**config.mk**
```make
export PLATFORM = sky130hd
export DESIGN_NAME = bottom_mem_arbiter_flat
export DESIGN_NICKNAME = d
export VERILOG_FILES = /design/src/rtl/bottom_mem_arbiter_if.sv /design/src/rtl/bottom_mem_arbiter.sv /design/src/flat_wrapper.sv
export SDC_FILE = /design/constraint.sdc
export NUM_CORES = 1
export LEC_CHECK = 0
export BUFFER_PORTS_ARGS = -buffer_cell sky130_fd_sc_hd__buf_2
export CAP_MARGIN = 10
export CORE_ASPECT_RATIO = 0.8
export CORE_MARGIN = 2
export CORE_UTILIZATION = 29
export DETAILED_ROUTE_END_ITERATION = 16
export PLACE_DENSITY = 0.95
export SYNTH_ARGS = -nofsm -noshare
export SYNTH_HDL_FRONTEND = slang
export SYNTH_SLANG_ARGS = --single-unit
```
**constraint.sdc**
```tcl
create_clock -name clk -period 4.75 [get_ports clk]
set_clock_uncertainty 0.2 [all_clocks]
set_input_delay 0.7125 -clock clk [delete_from_list [all_inputs] [get_ports clk]]
set_output_delay 0.7125 -clock clk [all_outputs]
set_load 0.02 [all_outputs]
```
**src/rtl/bottom_mem_arbiter_if.sv**
```systemverilog
// ---------------------------------------------------------------------------
// bottom_mem_arbiter_if
// Bundle of every signal between the bottom-memory arbiter, its two
// requesters and the single-port 32K x 20-bit bottom memory.
//
//   p0_* : instruction-fetch port  (req/we/addr/wdata in, gnt/rvalid out)
//   p1_* : load/store port         (req/we/addr/wdata in, gnt/rvalid out)
//   rdata                          shared read data returned to both ports
//   mem_addr/mem_di/mem_we/mem_re  control lines driven to the memory
//   mem_do                         registered memory output (1-cycle latency)
//
// Modports:
//   slave  : the arbiter itself
//   master : the surrounding system (requesters plus memory)
// ---------------------------------------------------------------------------
interface bottom_mem_arbiter_if #(
  parameter int DATA_W = 20,
  parameter int ADDR_W = 15
);
  logic              p0_req;
  logic              p0_we;
  logic [ADDR_W-1:0] p0_addr;
  logic [DATA_W-1:0] p0_wdata;
  logic              p0_gnt;
  logic              p0_rvalid;

  logic              p1_req;
  logic              p1_we;
  logic [ADDR_W-1:0] p1_addr;
  logic [DATA_W-1:0] p1_wdata;
  logic              p1_gnt;
  logic              p1_rvalid;

  logic [DATA_W-1:0] rdata;

  logic [ADDR_W-1:0] mem_addr;
  logic [DATA_W-1:0] mem_di;
  logic              mem_we;
  logic              mem_re;
  logic [DATA_W-1:0] mem_do;

  modport slave (
    input  p0_req, p0_we, p0_addr, p0_wdata,
    input  p1_req, p1_we, p1_addr, p1_wdata,
    input  mem_do,
    output p0_gnt, p0_rvalid, p1_gnt, p1_rvalid,
    output rdata, mem_addr, mem_di, mem_we, mem_re
  );

  modport master (
    output p0_req, p0_we, p0_addr, p0_wdata,
    output p1_req, p1_we, p1_addr, p1_wdata,
    output mem_do,
    input  p0_gnt, p0_rvalid, p1_gnt, p1_rvalid,
    input  rdata, mem_addr, mem_di, mem_we, mem_re
  );
endinterface

```
**src/rtl/bottom_mem_arbiter.sv**
```systemverilog
// ---------------------------------------------------------------------------
// bottom_mem_arbiter
// Two-port arbiter in front of the single-port bottom memory. Port 0 is
// instruction fetch, port 1 the load/store unit. At most one access is
// granted per cycle; the grant and all memory control lines are
// combinational from the requests and a one-bit last-winner pointer.
// Read data comes back one cycle after the grant on the shared rdata bus,
// qualified by a single-cycle per-port rvalid pulse.
//
// Parameters:
//   DATA_W : memory word width
//   ADDR_W : memory address width
//   RR_EN  : 1 = round-robin on contention, 0 = port 0 always wins
//
// Ports:
//   clk  : system clock, all state on posedge
//   rst  : synchronous active-high reset
//   bus  : bottom_mem_arbiter_if.slave (requester and memory signals)
// ---------------------------------------------------------------------------
module bottom_mem_arbiter #(
  parameter int DATA_W = 20,
  parameter int ADDR_W = 15,
  parameter int RR_EN  = 1
) (
  input  logic                 clk,
  input  logic                 rst,
  bottom_mem_arbiter_if.slave  bus
);

  // Last-winner pointer: 1 means port 1 won the most recent grant.
  logic last_win;

  logic gnt0;
  logic gnt1;
  logic gnt_any;
  logic sel_we;

  // Read-return stage: a read granted at one edge is answered in the
  // following cycle, when the memory presents its registered output.
  logic vld_p1;
  logic port_p1;

  // ---- stage 0: arbitration and memory drive (combinational) ----
  always_comb begin
    gnt0 = 1'b0;
    gnt1 = 1'b0;
    if (!rst) begin
      if (bus.p0_req && bus.p1_req) begin
        if (RR_EN != 0) begin
          // Contention goes to whichever port did not win last time.
          gnt0 = last_win;
          gnt1 = ~last_win;
        end else begin
          gnt0 = 1'b1;
        end
      end else begin
        gnt0 = bus.p0_req;
        gnt1 = bus.p1_req;
      end
    end
  end

  assign gnt_any = gnt0 | gnt1;
  assign sel_we  = gnt1 ? bus.p1_we : bus.p0_we;

  assign bus.p0_gnt   = gnt0;
  assign bus.p1_gnt   = gnt1;

  // Without a grant the port 0 fields pass through; they are don't-care
  // because both strobes are low.
  assign bus.mem_addr = gnt1 ? bus.p1_addr  : bus.p0_addr;
  assign bus.mem_di   = gnt1 ? bus.p1_wdata : bus.p0_wdata;
  assign bus.mem_we   = gnt_any &  sel_we;
  assign bus.mem_re   = gnt_any & ~sel_we;

  always_ff @(posedge clk) begin
    if (rst) begin
      last_win <= 1'b1;
    end else if (gnt_any) begin
      last_win <= gnt1;
    end
  end

  // ---- stage 1: read return ----
  always_ff @(posedge clk) begin
    if (rst) begin
      vld_p1 <= 1'b0;
    end else begin
      // Reloaded every cycle so rvalid is a one-cycle pulse per read.
      vld_p1 <= gnt_any & ~sel_we;
    end
  end

  always_ff @(posedge clk) begin
    port_p1 <= gnt1;
  end

  // A return still pending when reset arrives is suppressed immediately.
  assign bus.p0_rvalid = vld_p1 & ~port_p1 & ~rst;
  assign bus.p1_rvalid = vld_p1 &  port_p1 & ~rst;
  assign bus.rdata     = bus.mem_do;

endmodule

```
**src/flat_wrapper.sv**
```systemverilog
// flat-port wrapper written by rule: the top's interface ports become plain ports
module bottom_mem_arbiter_flat 
#(
  parameter int DATA_W = 20,
  parameter int ADDR_W = 15,
  parameter int RR_EN  = 1
)
  (clk, rst, bus_p0_req, bus_p0_we, bus_p0_addr, bus_p0_wdata, bus_p1_req, bus_p1_we, bus_p1_addr, bus_p1_wdata, bus_mem_do, bus_p0_gnt, bus_p0_rvalid, bus_p1_gnt, bus_p1_rvalid, bus_rdata, bus_mem_addr, bus_mem_di, bus_mem_we, bus_mem_re);
  bottom_mem_arbiter_if #(.DATA_W(DATA_W), .ADDR_W(ADDR_W)) bus_i ();
  input  logic clk;
  input  logic rst;
  input wire logic [$bits(bus_i.p0_req)-1:0] bus_p0_req;
  input wire logic [$bits(bus_i.p0_we)-1:0] bus_p0_we;
  input wire logic [$bits(bus_i.p0_addr)-1:0] bus_p0_addr;
  input wire logic [$bits(bus_i.p0_wdata)-1:0] bus_p0_wdata;
  input wire logic [$bits(bus_i.p1_req)-1:0] bus_p1_req;
  input wire logic [$bits(bus_i.p1_we)-1:0] bus_p1_we;
  input wire logic [$bits(bus_i.p1_addr)-1:0] bus_p1_addr;
  input wire logic [$bits(bus_i.p1_wdata)-1:0] bus_p1_wdata;
  input wire logic [$bits(bus_i.mem_do)-1:0] bus_mem_do;
  output wire logic [$bits(bus_i.p0_gnt)-1:0] bus_p0_gnt;
  output wire logic [$bits(bus_i.p0_rvalid)-1:0] bus_p0_rvalid;
  output wire logic [$bits(bus_i.p1_gnt)-1:0] bus_p1_gnt;
  output wire logic [$bits(bus_i.p1_rvalid)-1:0] bus_p1_rvalid;
  output wire logic [$bits(bus_i.rdata)-1:0] bus_rdata;
  output wire logic [$bits(bus_i.mem_addr)-1:0] bus_mem_addr;
  output wire logic [$bits(bus_i.mem_di)-1:0] bus_mem_di;
  output wire logic [$bits(bus_i.mem_we)-1:0] bus_mem_we;
  output wire logic [$bits(bus_i.mem_re)-1:0] bus_mem_re;
  assign bus_i.p0_req = bus_p0_req;
  assign bus_i.p0_we = bus_p0_we;
  assign bus_i.p0_addr = bus_p0_addr;
  assign bus_i.p0_wdata = bus_p0_wdata;
  assign bus_i.p1_req = bus_p1_req;
  assign bus_i.p1_we = bus_p1_we;
  assign bus_i.p1_addr = bus_p1_addr;
  assign bus_i.p1_wdata = bus_p1_wdata;
  assign bus_i.mem_do = bus_mem_do;
  assign bus_p0_gnt = bus_i.p0_gnt;
  assign bus_p0_rvalid = bus_i.p0_rvalid;
  assign bus_p1_gnt = bus_i.p1_gnt;
  assign bus_p1_rvalid = bus_i.p1_rvalid;
  assign bus_rdata = bus_i.rdata;
  assign bus_mem_addr = bus_i.mem_addr;
  assign bus_mem_di = bus_i.mem_di;
  assign bus_mem_we = bus_i.mem_we;
  assign bus_mem_re = bus_i.mem_re;
  bottom_mem_arbiter #(.DATA_W(DATA_W), .ADDR_W(ADDR_W), .RR_EN(RR_EN)) u_core (.clk(clk), .rst(rst), .bus(bus_i));
endmodule
```
-- After elaboration in Yosys (flattened, before gate mapping)
Index checks and enable logic that the tools add are counted.
- flip-flop bits (word level): 3
- logic and storage cells: 22
- bitwise logic cells: 11
- reductions and logical operators: 1
- multiplexer cells: 7
- operator list (cell ; number):
    $mux 20 ; 1
    $mux 15 ; 1
    $and 1x1->1 ; 6
    $mux 1 ; 5
    $not 1->1 ; 4
    $logic_and 1x1->1 ; 1
    $or 1x1->1 ; 1

-- Depth between registers and ports, before layout
- word-level depth: 6
- mapped depth: 4

-- Least setup slack after synthesis
OpenSTA, ideal clock, no wires.
- kind: input -> output
- start point: input port bus_p1_req
- end point: output port bus_mem_addr[10]
- arrival time: 1.644 ns
- required time: 3.838 ns
- path buffers: 1
- slack: 2.194 ns
- stages: 4
- cells stage by stage: a21bo_4 -> nor2_8 -> buf_12 -> mux2_4
- longest elaborated chain between the ends: 4
- RTL lines (item ; line ; text):
    start, declared ; flat_wrapper.sv:16 ; input wire logic [$bits(bus_i.p1_req)-1:0] bus_p1_req;
    $logic_and 1x1->1 ; bottom_mem_arbiter.sv:48 ; if (bus.p0_req && bus.p1_req) begin
    $mux 1 * ; bottom_mem_arbiter.sv:48 ;
    $mux 1 * ; bottom_mem_arbiter.sv:47 ; if (!rst) begin
    via bus_p1_gnt ; flat_wrapper.sv:23 ; output wire logic [$bits(bus_i.p1_gnt)-1:0] bus_p1_gnt;
    $mux 15 * ; bottom_mem_arbiter.sv:71 ; assign bus.mem_addr = gnt1 ? bus.p1_addr : bus.p0_addr;
    end, declared ; flat_wrapper.sv:26 ; output wire logic [$bits(bus_i.mem_addr)-1:0] bus_mem_addr;
The timed path passes the listed nets; every way through them passes the cells marked *.

-- Worst setup path after layout
- start point: input port bus_p0_req
- end point: output port bus_mem_addr[14]
- longest elaborated chain between the ends: 4
- RTL lines (item ; line ; text):
    start, declared ; flat_wrapper.sv:12 ; input wire logic [$bits(bus_i.p0_req)-1:0] bus_p0_req;
    $logic_and 1x1->1 ; bottom_mem_arbiter.sv:48 ;
    $mux 1 ; bottom_mem_arbiter.sv:48 ;
    $mux 1 ; bottom_mem_arbiter.sv:47 ;
    $mux 15 ; bottom_mem_arbiter.sv:71 ;
No other way between the ends.

==> metrics.cfg <==
[pwr]
p_total_mw = 0.2453
p_leak_nw = 0.8031
vdd_drop_max_uv = 104.6
powerDensity_nw_per_um2 = 180.4

[die]
start_util_pct = 29.89
die_w_um = 66.36
io_pins = 157
rows = 18
die_area_um2 = 3576
die_y_um = 53.89
core_um2 = 3018

[setup_path]
cp.arrival_ps = 2220
critPathLaunchType = primary input
rrSetupSlack_ps = 3230
critPathKind = primary input to output pin
cp_slowest_cell = nor2_8
r2r-start = u_core.last_win
path_cells = buf_2 -> a21bo_4 -> nor2_8 -> mux2_2 -> buf_2
critical-path-max-stage-delay_ps = 580
end_kind = output pin
crit_start = bus_p0_req
r2r-end = u_core.port_p1
crit_fanout = 37
reg2reg_depth = 2
crit_top_cell = buf_2
crit_required_ps = 3840

[logic_synthesis]
avgSynthCellArea_um2 = 11.42
ys_types = 17
yosys.area.top_type = mux2_4
yosys_warnings = 0
ys_seq_elements = 3
netlist_instances = 79
yosysSeqAreaShare_pct = 6.657
synthTopCellsByArea = mux2_4, buf_4, mux2_2, buf_12, dfxtp_1
synth_top_cell_area_share_pct = 48.27
netlist_area_um2 = 902.1
syn_nets = 175

[sta]
hold_viol_final = 0
rsz0062_at_grt = false
period_share_pct = 66.01
maxSlewHeadroom_pct = 50.01
min_period_ps = 3135
setup_viol = 0
slew_violations = 0
max_freq_mhz = 318.9
setup_slack_ps = 1615
tightest_slew_ps = 749.9
fin_tns_setup_ps = 0

[routing]
via_per_inst = 4.340
drt_first_pass_iters = 4
remaining_drc_errors = 0
ant_nets = 0
via_count = 933
wl_per_cell_um = 12.49
first_iter_violations = 19
totalWireLength_um = 2686

[place]
place_congestion = 0.7482
port_buffers = 116
dp_slack_ps = 1603
dp_cells = 211

[clocking]
cts_buffers = 3
cts_buffer_depth = 2
htree_levels = 1
clockRootBuffer = clkbuf_8
cts-resized-gates = 0
cts_tree = yes
clk_pin_slew_worst_paths_ps = 30
clock_latency_ps = 210
cts.sinks = 3
post_cts_buffers = 0
cts_hold_buf = 0

[global_routing]
grt_pass1_vias = 843
overflow = 0
antenna_found_initial = 0
grt_max_degree = 38
grtUsageTotal_pct = 13.44
grt_pass1_wl_um = 3615

[worst_hold_path]
hold_depth = 2
worstHoldStart = u_core.last_win
holdPathEnd = u_core.last_win
hp-class = flop to flop

[final_layout]
fin_cells = 215
final_util_pct = 45.07
final.fill_count = 298
nets = 272
antennaDiodeCount = 0
syn_to_final_growth_pct = 50.76
layout-drive-gt1-share_pct = 89.71

[run_status]
status = complete, no violations

[run]
maxCapViolCount = 0

[layout by cell type, fill, tap and decap left out]
cell / count
or3_2: 1
nand2_1: 3
a21oi_1: 2
mux2_2: 6
nand3_1: 2
nor2_8: 1
and3b_1: 1
nor3b_1: 1
mux2_4: 29
inv_1: 1
or2b_1: 1
clkbuf_1: 1
nor2_1: 1
a21bo_4: 1
buf_2: 116
dfxtp_1: 3
clkbuf_8: 3
o31ai_1: 2
[synthesized netlist by cell type]
library cell and number:
and3b_1 1, inv_1 1, a21bo_4 1, mux2_4 29, or3_2 1, nor2_1 1
mux2_2 6, o31ai_1 2, buf_4 21, or2b_1 1, a21oi_1 2, buf_12 3
dfxtp_1 3, nor3b_1 1, nand3_1 2, nor2_8 1, nand2_1 3
[cell type report]
class / count / area (um2) / share of cell area (%)
Clock buffer: 4 / 45.04 / 3.312
Inverter: 1 / 3.754 / 0.2760
Multi-Input combinational cell: 51 / 620.6 / 45.63
Sequential cell: 3 / 60.06 / 4.416
Tap cell: 40 / 50.05 / 3.680
Timing Repair Buffer: 116 / 580.6 / 42.69
[critical path, delay by kind of cell]
family          cells  cell delay [ps]
simple gates        1              580
compound gates      1              240
mux                 1              410
buf+inv             2              290
[how the worst max path moves through the flow]
stage	end	slack [ps]	depth (start not counted)
finish	bus_mem_addr[14]	1610	5
global route	bus_mem_addr[14]	1530	5
CTS	bus_mem_addr[14]	1600	5
detailed placement	bus_mem_di[2]	1600	5
global placement	bus_mem_di[19]	1620	5
floorplan	bus_mem_addr[10]	2190	4
[report_power, final]
part / total [mW] / switching (mW) / leakage [nW] / internal [mW]
combinational: 0.145 / 0.0701 / 0.755 / 0.0752
clock: 0.0719 / 0.0148 / 0.0228 / 0.0571
sequential: 0.0282 / 0.00106 / 0.0249 / 0.0271
[metrics by stage]
stage / hold WS (ps) / cell area, um2
final: 333.4 / 1360
after global routing: 368.5 / 1360
after CTS: 339.9 / 1360
after detailed placement: 330.1 / 1315
after global placement: 321.6 / 1315
after floorplan: 295.7 / 902.1
[layer usage]
metal	vias up	global-route usage (%)	wire, um
met5	-	0	0
met4	0	1.701	4
met3	2	5.021	324
met2	61	24.50	1377
met1	417	15.55	980
li1	453	-	-
[registers in the layout, summed over array words and instances (netlist names)]
name and flops:
u_core.last_win 1, u_core.port_p1 1, u_core.vld_p1 1
[logic make-up (layout without fill, tap and decap cells)]
| kind of cell | after synthesis | after routing | share of synthesized area [%] |
|---|---|---|---|
| multiplexers | 35 | 35 | 55.76 |
| buffers and inverters | 25 | 121 | 24.55 |
| AND/OR/NAND/NOR | 11 | 11 | 8.461 |
| AO/OA/AOI/OAI | 5 | 5 | 4.577 |
| flip-flops | 3 | 3 | 6.658 |
Power figures use the tool's default switching activity.
